===== config.mk =====
export PLATFORM = sky130hd
export DESIGN_NAME = fb_fill_arbiter
export DESIGN_NICKNAME = d
export VERILOG_FILES = /design/src/rtl/fb_pkg.sv /design/src/rtl/fb_rect_walker.sv /design/src/rtl/fb_fill_arbiter.sv
export SDC_FILE = /design/constraint.sdc
export NUM_CORES = 1
export LEC_CHECK = 0
export ABC_AREA = 1
export BUFFER_PORTS_ARGS = -buffer_cell sky130_fd_sc_hd__buf_4
export CAP_MARGIN = 20
export CELL_PAD_IN_SITES_DETAIL_PLACEMENT = 0
export CELL_PAD_IN_SITES_GLOBAL_PLACEMENT = 1
export CORE_MARGIN = 5
export CORE_UTILIZATION = 44
export DETAILED_ROUTE_END_ITERATION = 8
export GPL_ROUTABILITY_DRIVEN = 0
export PLACE_DENSITY = 0.93
export SETUP_SLACK_MARGIN = 0.2
export SLEW_MARGIN = 20
export SYNTH_ARGS = -nofsm -noshare
export SYNTH_HDL_FRONTEND = slang
export SYNTH_SLANG_ARGS = --single-unit

===== constraint.sdc =====
create_clock -name clk -period 7.7 [get_ports clk]
set_input_delay 0.77 -clock clk [delete_from_list [all_inputs] [get_ports clk]]
set_output_delay 0.77 -clock clk [all_outputs]
set_load 0.1 [all_outputs]

===== src/rtl/fb_pkg.sv =====
// Shared constants for the frame-buffer fill engine: geometry defaults,
// register map, CTRL/STATUS bit positions and the FSM state type.
package fb_pkg;

  localparam int FB_W_DEF = 320;
  localparam int FB_H_DEF = 240;

  localparam logic [2:0] REG_X0     = 3'd0;
  localparam logic [2:0] REG_Y0     = 3'd1;
  localparam logic [2:0] REG_W      = 3'd2;
  localparam logic [2:0] REG_H      = 3'd3;
  localparam logic [2:0] REG_COLOR  = 3'd4;
  localparam logic [2:0] REG_CTRL   = 3'd5;
  localparam logic [2:0] REG_STATUS = 3'd6;

  localparam int CTRL_START = 0;
  localparam int CTRL_ABORT = 1;
  localparam int CTRL_IE    = 2;

  localparam int STAT_BUSY = 0;
  localparam int STAT_DONE = 1;
  localparam int STAT_ERR  = 2;

  typedef enum logic [0:0] {
    ST_IDLE = 1'b0,
    ST_FILL = 1'b1
  } fb_state_t;

endpackage


===== src/rtl/fb_rect_walker.sv =====
// Walks a rectangle row by row (x fastest) and presents the linear
// frame-buffer address of the current pixel plus a last-pixel flag.
module fb_rect_walker
  import fb_pkg::*;
#(
  parameter int FB_W   = FB_W_DEF,
  parameter int ADDR_W = 17
) (
  input  logic              clk,
  input  logic              rst,
  input  logic              i_load,
  input  logic [9:0]        i_x0,
  input  logic [8:0]        i_y0,
  input  logic [9:0]        i_w,
  input  logic [8:0]        i_h,
  input  logic              i_advance,
  output logic [ADDR_W-1:0] o_addr,
  output logic              o_last
);

  logic [9:0] r_x;
  logic [9:0] r_xStart;
  logic [9:0] r_xEnd;
  logic [8:0] r_y;
  logic [8:0] r_yEnd;

  // End coordinates are captured at load so the rectangle is frozen for the fill
  always_ff @(posedge clk) begin
    if (rst) begin
      r_x      <= '0;
      r_xStart <= '0;
      r_xEnd   <= '0;
      r_y      <= '0;
      r_yEnd   <= '0;
    end else if (i_load) begin
      r_x      <= i_x0;
      r_xStart <= i_x0;
      r_xEnd   <= i_x0 + i_w - 10'd1;
      r_y      <= i_y0;
      r_yEnd   <= i_y0 + i_h - 9'd1;
    end else if (i_advance) begin
      if (r_x == r_xEnd) begin
        r_x <= r_xStart;
        r_y <= r_y + 9'd1;
      end else begin
        r_x <= r_x + 10'd1;
      end
    end
  end

  assign o_last = (r_x == r_xEnd) && (r_y == r_yEnd);
  assign o_addr = ADDR_W'(r_y) * ADDR_W'(FB_W) + ADDR_W'(r_x);

endmodule


===== src/rtl/fb_fill_arbiter.sv =====
// Rectangle fill engine sharing one frame-buffer write port with a CPU,
// using round-robin arbitration while a fill is running.
module fb_fill_arbiter
  import fb_pkg::*;
#(
  parameter int FB_W   = FB_W_DEF,
  parameter int FB_H   = FB_H_DEF,
  parameter int ADDR_W = 17
) (
  input  logic              clk,
  input  logic              rst,
  input  logic              cpu_wen,
  input  logic [ADDR_W-1:0] cpu_addr,
  input  logic [23:0]       cpu_wdata,
  output logic              cpu_ready,
  input  logic              cfg_wen,
  input  logic [2:0]        cfg_addr,
  input  logic [31:0]       cfg_wdata,
  output logic [31:0]       cfg_rdata,
  output logic              fb_wen,
  output logic [ADDR_W-1:0] fb_waddr,
  output logic [23:0]       fb_wdata,
  output logic              irq
);

  fb_state_t         r_state;
  logic [9:0]        r_x0;
  logic [8:0]        r_y0;
  logic [9:0]        r_w;
  logic [8:0]        r_h;
  logic [23:0]       r_color;
  logic              r_ie;
  logic              r_done;
  logic              r_err;
  logic              r_cpuFirst;
  logic              r_fbWen;
  logic [ADDR_W-1:0] r_fbWaddr;
  logic [23:0]       r_fbWdata;

  logic              w_ctrlWr;
  logic              w_statusWr;
  logic              w_start;
  logic              w_abort;
  logic              w_rectOk;
  logic              w_fillReq;
  logic              w_cpuGrant;
  logic              w_fillGrant;
  logic              w_lastPix;
  logic [ADDR_W-1:0] w_pixAddr;
  logic              w_unusedWdata;

  assign w_ctrlWr      = cfg_wen && (cfg_addr == REG_CTRL);
  assign w_statusWr    = cfg_wen && (cfg_addr == REG_STATUS);
  assign w_start       = w_ctrlWr && cfg_wdata[CTRL_START] && (r_state == ST_IDLE);
  assign w_abort       = w_ctrlWr && cfg_wdata[CTRL_ABORT] && (r_state == ST_FILL);
  assign w_rectOk      = (r_w != '0) && (r_h != '0) &&
                         (({1'b0, r_x0} + {1'b0, r_w}) <= 11'(FB_W)) &&
                         (({1'b0, r_y0} + {1'b0, r_h}) <= 10'(FB_H));
  assign w_unusedWdata = ^cfg_wdata[31:24];

  // CPU wins when alone or when the fill took the previous contended slot
  assign w_fillReq   = (r_state == ST_FILL);
  assign w_cpuGrant  = cpu_wen && (!w_fillReq || r_cpuFirst);
  assign w_fillGrant = w_fillReq && !w_cpuGrant;
  assign cpu_ready   = w_cpuGrant;

  fb_rect_walker #(
    .FB_W   (FB_W),
    .ADDR_W (ADDR_W)
  ) u_walker (
    .clk       (clk),
    .rst       (rst),
    .i_load    (w_start && w_rectOk),
    .i_x0      (r_x0),
    .i_y0      (r_y0),
    .i_w       (r_w),
    .i_h       (r_h),
    .i_advance (w_fillGrant),
    .o_addr    (w_pixAddr),
    .o_last    (w_lastPix)
  );

  // Geometry and colour are frozen during a fill; ie stays writable
  always_ff @(posedge clk) begin
    if (rst) begin
      r_x0    <= '0;
      r_y0    <= '0;
      r_w     <= '0;
      r_h     <= '0;
      r_color <= '0;
      r_ie    <= 1'b0;
    end else if (cfg_wen) begin
      if (r_state == ST_IDLE) begin
        case (cfg_addr)
          REG_X0:    r_x0    <= cfg_wdata[9:0];
          REG_Y0:    r_y0    <= cfg_wdata[8:0];
          REG_W:     r_w     <= cfg_wdata[9:0];
          REG_H:     r_h     <= cfg_wdata[8:0];
          REG_COLOR: r_color <= cfg_wdata[23:0];
          default:   ;
        endcase
      end
      if (cfg_addr == REG_CTRL) r_ie <= cfg_wdata[CTRL_IE];
    end
  end

  // A STATUS write clears the sticky flags, but a same-cycle completion still sets done
  always_ff @(posedge clk) begin
    if (rst) begin
      r_state <= ST_IDLE;
      r_done  <= 1'b0;
      r_err   <= 1'b0;
    end else begin
      if (w_statusWr) begin
        r_done <= 1'b0;
        r_err  <= 1'b0;
      end
      case (r_state)
        ST_IDLE: begin
          if (w_start) begin
            if (w_rectOk) r_state <= ST_FILL;
            else          r_err   <= 1'b1;
          end
        end
        ST_FILL: begin
          if (w_abort) begin
            r_state <= ST_IDLE;
          end else if (w_fillGrant && w_lastPix) begin
            r_state <= ST_IDLE;
            r_done  <= 1'b1;
          end
        end
        default: r_state <= ST_IDLE;
      endcase
    end
  end

  // Priority only rotates on grants made while the fill is competing
  always_ff @(posedge clk) begin
    if (rst) begin
      r_cpuFirst <= 1'b1;
      r_fbWen    <= 1'b0;
      r_fbWaddr  <= '0;
      r_fbWdata  <= '0;
    end else begin
      if (w_fillReq && w_cpuGrant) r_cpuFirst <= 1'b0;
      else if (w_fillGrant)        r_cpuFirst <= 1'b1;
      r_fbWen <= w_cpuGrant || w_fillGrant;
      if (w_cpuGrant) begin
        r_fbWaddr <= cpu_addr;
        r_fbWdata <= cpu_wdata;
      end else if (w_fillGrant) begin
        r_fbWaddr <= w_pixAddr;
        r_fbWdata <= r_color;
      end
    end
  end

  always_comb begin
    cfg_rdata = '0;
    case (cfg_addr)
      REG_X0:     cfg_rdata[9:0]  = r_x0;
      REG_Y0:     cfg_rdata[8:0]  = r_y0;
      REG_W:      cfg_rdata[9:0]  = r_w;
      REG_H:      cfg_rdata[8:0]  = r_h;
      REG_COLOR:  cfg_rdata[23:0] = r_color;
      REG_CTRL:   cfg_rdata[CTRL_IE] = r_ie;
      REG_STATUS: begin
        cfg_rdata[STAT_BUSY] = (r_state == ST_FILL);
        cfg_rdata[STAT_DONE] = r_done;
        cfg_rdata[STAT_ERR]  = r_err;
      end
      default: ;
    endcase
  end

  assign fb_wen   = r_fbWen;
  assign fb_waddr = r_fbWaddr;
  assign fb_wdata = r_fbWdata;
  assign irq      = r_done && r_ie;

endmodule


Yosys cells after proc, flatten, opt, wreduce, memory -nomap -nowiden --
Cells that the tools add are included.
Cells by class: magnitude comparators 2, bitwise operators 1, add/subtract/negate cells 9, $mul 1, shift operators 0, divide/modulo/power cells 0, mux-type cells 30, reductions and logical operators 34, equality and inequality tests 8
Operators with widths (number):
- $mux 24 | 2
- $mux 17 | 2
- $mux 10 | 3
- $pmux 6 s5 | 1
- $mux 9 | 3
- $add 17x10->17 | 1
- $logic_and 1x1->1 | 16
- $reduce_and 3->1 | 5
- $mux 1 | 14
- $mux 14 | 1
- $pmux 2 s6 | 1
- $add 10x10->11 | 1
- $le 11x9->1 const B | 1
- $mul 9x3->11 const B | 1
- $add 10x1->10 const B | 1
- $add 10x10->10 | 1
- $add 9x9->10 | 1
- $eq 10x10->1 | 1
- $le 10x8->1 const B | 1
- $reduce_bool 10->1 | 1
- $sub 10x1->10 const B | 1
- $add 9x1->9 const B | 1
- $add 9x9->9 | 1
- $eq 3x3->1 const B | 3
- 14 further kinds | 21
Word-level totals: bits in writable memories 0, bits in read-only memories 0, bits in latches 0, register bits 157, input port bits 80, logic and storage cells 103, memories 0

Logic depth before layout (Yosys ltp) --
depth after elaboration 9, gate-level depth with buffers 20

Modules after synthesis --
A second synthesis with hierarchy kept.
Second synthesis, totals: cell total of the unflattened synthesis 1495, area total of the unflattened synthesis 9935.8 um^2
Modules (own cells, without submodules):
- fb_fill_arbiter | instances 1, cells each 825, seq. area each 2182.1 um^2, area an instance 5616.6 um^2
- fb_rect_walker | instances 1, cells each 670, seq. area each 960.9 um^2, area an instance 4319.1 um^2

Least setup slack after synthesis --
No wires, ideal clock.
path type input to output, from in cfg_addr[2], to out cfg_rdata[3], path slack 3540 ps, cell stages on the path 3, arrival time 3390 ps, cell sequence nor3_1 > inv_1 > o21ai_0
On the way: longest elaborated chain between the ends 2, elaborated cells between the ends (all ways) 6, classes of those cells eq/ne: 4; mux: 1; reduce/logical: 1
Ends and longest elaborated chain:
- start: declaration | RTL line fb_fill_arbiter.sv:17 | input logic [2:0] cfg_addr,
- $eq 3x3->1, or another cell as far along | RTL line fb_fill_arbiter.sv:161 | case (cfg_addr)
- $pmux 6 s5 (*) | RTL line fb_fill_arbiter.sv:161
- end: declaration | RTL line fb_fill_arbiter.sv:19 | output logic [31:0] cfg_rdata,
Every way passes the cells marked *; elsewhere a longest branch is shown, timed or not.

Worst setup path in the final report --
from in cfg_addr[1], to out cfg_rdata[1]
On the way: longest elaborated chain between the ends 2, elaborated cells between the ends (all ways) 7, classes of those cells eq/ne: 5; mux: 1; reduce/logical: 1
Ends and longest elaborated chain (RTL line):
- $eq 3x3->1, or another cell as far along | fb_fill_arbiter.sv:161
- $pmux 2 s6 (*) | fb_fill_arbiter.sv:161
Marked as above.

==> flow_metrics.tcl <==
set metrics [dict create \
    regArea_um2 3140 \
    gr-max-usage-layer "met2" \
    ys.flop_type "dfxtp_1" \
    cellPowerDensity_nw_per_um2 187 \
    grt.overflow.total 0 \
    cp_max_fo 17 \
    clk_pin_slew_worst_paths_ns 0.06 \
    maxSlewHeadroom 0.332 \
    synth_fa_ha_area_frac 0.105 \
    pin_count 156 \
    r2r_slack_ns 4.03 \
    tritoncts "yes" \
    synth_compound_area_frac 0.174 \
    nets 1663 \
    synth_edf_count 0 \
    status "finished, final reports clean" \
    setup.worst_path.class "input port to output port" \
    skew_ns 0.00917 \
    ir_drop_mv 0.165 \
    fmax_mhz 263 \
    dieHeight_um 158 \
    muxShareOfSynthArea 0 \
    design_area_um2 11400 \
    cts.repair.resized 0 \
    ff2ff_path_depth 15 \
    met1_usage 0.300 \
    worstReg2RegStart "r_h[0]$_SDFFE_PP0P_" \
    hold_end "u_walker.r_xStart[0]$_SDFFE_PP0P_" \
    core_area_um2 21700 \
    synth_top_family_by_area "simple AND/OR/NAND/NOR gates" \
    yosysWarningCount 0 \
    route.detailed.drc 0 \
    grt_max_degree 90 \
    tightestPinTransition_ns 0.996 \
    final_util 0.524 \
    dieArea_um2 25000 \
    num_rows 54 \
    wl_um 28200 \
    yosys.area_share.simple 0.247 \
    vias_per_cell 5.25 \
    dp_hpwl_um 21000 \
    p_leak_nw 5.35 \
    wire_per_inst_um 15.7 \
    use_met3 0.0612 \
    ys_seq_area_frac 0.326 \
    arrival_ns 3.03 \
    power_mw 2.12 \
    rsz0062_at_grt "no" \
    n_fill_cell 2162 \
    drive_above_1_share 0.128 \
    hold_path.class "flip-flop to flip-flop" \
    synthArstFlopShare 0 \
    hold_viol_final 0 \
    dr.first_iter.drc_count 867 \
    area_delta_synth_final_pct 17.9 \
    grt_first_pass_wirelength_um 45400 \
    synth_cell_type_count 42 \
    antenna_left 0 \
    clk_latency_ns 0.43 \
    synth_seq_cells 157 \
    start_util 0.444 \
    synth_area_per_cell_um2 6.88 \
    critPathCaptureType "output port" \
    cts_hold_buffers 0 \
    clockBufferDepth 2 \
    finalCritPeriodShare 0.494 \
    antenna_found_initial 0 \
    placed_area_um2 10800 \
    synth-xor-area-share 0.0364 \
    diodes 0 \
    drt_pass1_iterations 6 \
    drv_slew 0 \
    cts_buffers 17 \
    post-route-min-period_ns 3.80 \
    cp-start-kind "input port" \
    num_vias 9435 \
    post_cts_buffers 0 \
    syn_area_um2 9630 \
    cts.sinks 157 \
    portBuffers 139 \
    reg2reg_to "u_walker.r_xEnd[0]$_SDFFE_PP0P_" \
    grt_use_met2 0.365 \
    grt_pass1_vias 8855 \
    fin_setup_tns_ns 0 \
    drv_cap 0 \
    hold_depth 2 \
    htreeDepth 4 \
    cp.required_ns 6.93 \
    grt_util_all_layers 0.226 \
    cts_root_buf "clkbuf_16" \
    synth_cells 1400 \
    hp-start "u_walker.r_xStart[0]$_SDFFE_PP0P_" \
    multi_input_area_um2 5450 \
    setup_viol 0 \
    die_x_um 158 \
]
==> area by class of cell <==
type                    count  share of cell area
multi-input cells         990               0.480
flip-flops and latches    157               0.277
repair buffers            142              0.0938
inverters                 198              0.0654
clock buffers              19              0.0390
well taps                 280              0.0308
clock inverters            12              0.0143
==> report_power, final <==
| group | total, mW | internal, mW | switching (mW) |
|---|---|---|---|
| clock network | 0.875 | 0.521 | 0.355 |
| logic | 0.393 | 0.114 | 0.279 |
| registers | 0.856 | 0.838 | 0.0181 |
==> how the worst max path moves through the flow <==
stage                        start                              end  slack, ns  cells past startpoint
6_report               cfg_addr[1]                     cfg_rdata[1]       3.90                      9
5_1_grt        r_h[0]$_SDFFE_PP0P_  u_walker.r_xEnd[0]$_SDFFE_PP0P_       3.65                     15
4_1_cts                cfg_addr[1]                     cfg_rdata[1]       3.97                      9
3_5_place_dp           cfg_addr[1]                     cfg_rdata[1]       3.98                      9
3_3_place_gp           cfg_addr[1]                     cfg_rdata[1]       3.97                      9
2_1_floorplan          cfg_addr[2]                     cfg_rdata[3]       3.54                      3
==> metrics by stage <==
step	hold WS [ns]	std cells	setup slack, ns
after floorplan	0.435	1407	3.54
after global placement	0.446	1767	3.97
after detailed placement	0.452	1767	3.98
after CTS	0.462	1798	3.97
after global routing	0.477	1798	3.65
final	0.458	1798	3.90
==> worst max-delay path, stage by stage <==
cell and delay [ns]:
buf_4 0.10, nor2_1 0.05, nand2_1 0.49, clkinv_1 0.51, nand2_1 0.15, o21ai_0 0.08
a221oi_1 0.34, o221ai_1 0.25, buf_4 0.29
==> placed cells by master, fill, tap and decap left out, types with 4 or more instances in the layout <==
| cell | n |
|---|---|
| nand2_1 | 324 |
| inv_1 | 188 |
| dfxtp_1 | 157 |
| buf_4 | 142 |
| a21oi_1 | 125 |
| nor2_1 | 122 |
| o21ai_0 | 84 |
| ha_1 | 71 |
| nand3_1 | 58 |
| nand4_1 | 32 |
| a31oi_1 | 31 |
| xor2_1 | 29 |
| clkbuf_16 | 17 |
| o211ai_1 | 15 |
| xnor2_1 | 11 |
| nor3_1 | 10 |
| conb_1 | 8 |
| o22ai_1 | 7 |
| inv_2 | 7 |
| o21ai_1 | 7 |
| a221oi_1 | 6 |
| a21boi_0 | 6 |
| fa_1 | 6 |
| o221ai_1 | 5 |
| or2_2 | 5 |
| o21a_1 | 5 |
| nor2_4 | 4 |
| nor4_1 | 4 |
| clkinv_4 | 4 |
==> synth_stat cells (6+ instances only) <==
library cell / instances / area [um2]
a221oi_1: 6 / 52.6
nand3_1: 58 / 290
xor2_1: 29 / 254
o21ai_1: 7 / 35.0
a21boi_0: 6 / 45.0
inv_2: 6 / 22.5
o21ai_0: 84 / 420
nor3_1: 10 / 50.1
nand4_1: 32 / 200
ha_1: 71 / 888
clkbuf_1: 35 / 131
a31oi_1: 31 / 194
a21oi_1: 125 / 626
nand2_1: 324 / 1220
xnor2_1: 11 / 96.3
buf_2: 11 / 55.1
fa_1: 6 / 120
inv_1: 190 / 713
buf_6: 6 / 67.6
o211ai_1: 15 / 113
nor2_1: 123 / 462
o22ai_1: 7 / 43.8
buf_4: 10 / 75.1
dfxtp_1: 157 / 3140
==> registers in the layout, summed over array words and instances (netlist names) <==
name	flops
r_y0	9
u_walker.r_y	9
r_x0	10
fb_waddr	17
u_walker.r_xStart	10
r_w	10
r_done	1
fb_wen	1
r_color	24
r_cpuFirst	1
r_h	9
u_walker.r_xEnd	10
r_err	1
u_walker.r_yEnd	9
u_walker.r_x	10
fb_wdata	24
r_state	1
r_ie	1
==> kinds of logic (layout without fill, tap and decap cells) <==
kind of cell	Yosys count	in the layout
AO/OA/AOI/OAI	299	299
XOR/XNOR	40	40
adder cells (fa/ha/maj)	77	77
buffers and inverters	260	371
flip-flops	157	157
other	1	8
AND/OR/NAND/NOR	566	566
==> layer usage <==
metal | part of all wire | up-vias
met2 | 0.46 | 320
met4 | 0.019 | 0
met5 | 0 | -
met1 | 0.45 | 4298
met3 | 0.075 | 39
li1 | - | 4778
(Power assumes the default switching activity.)
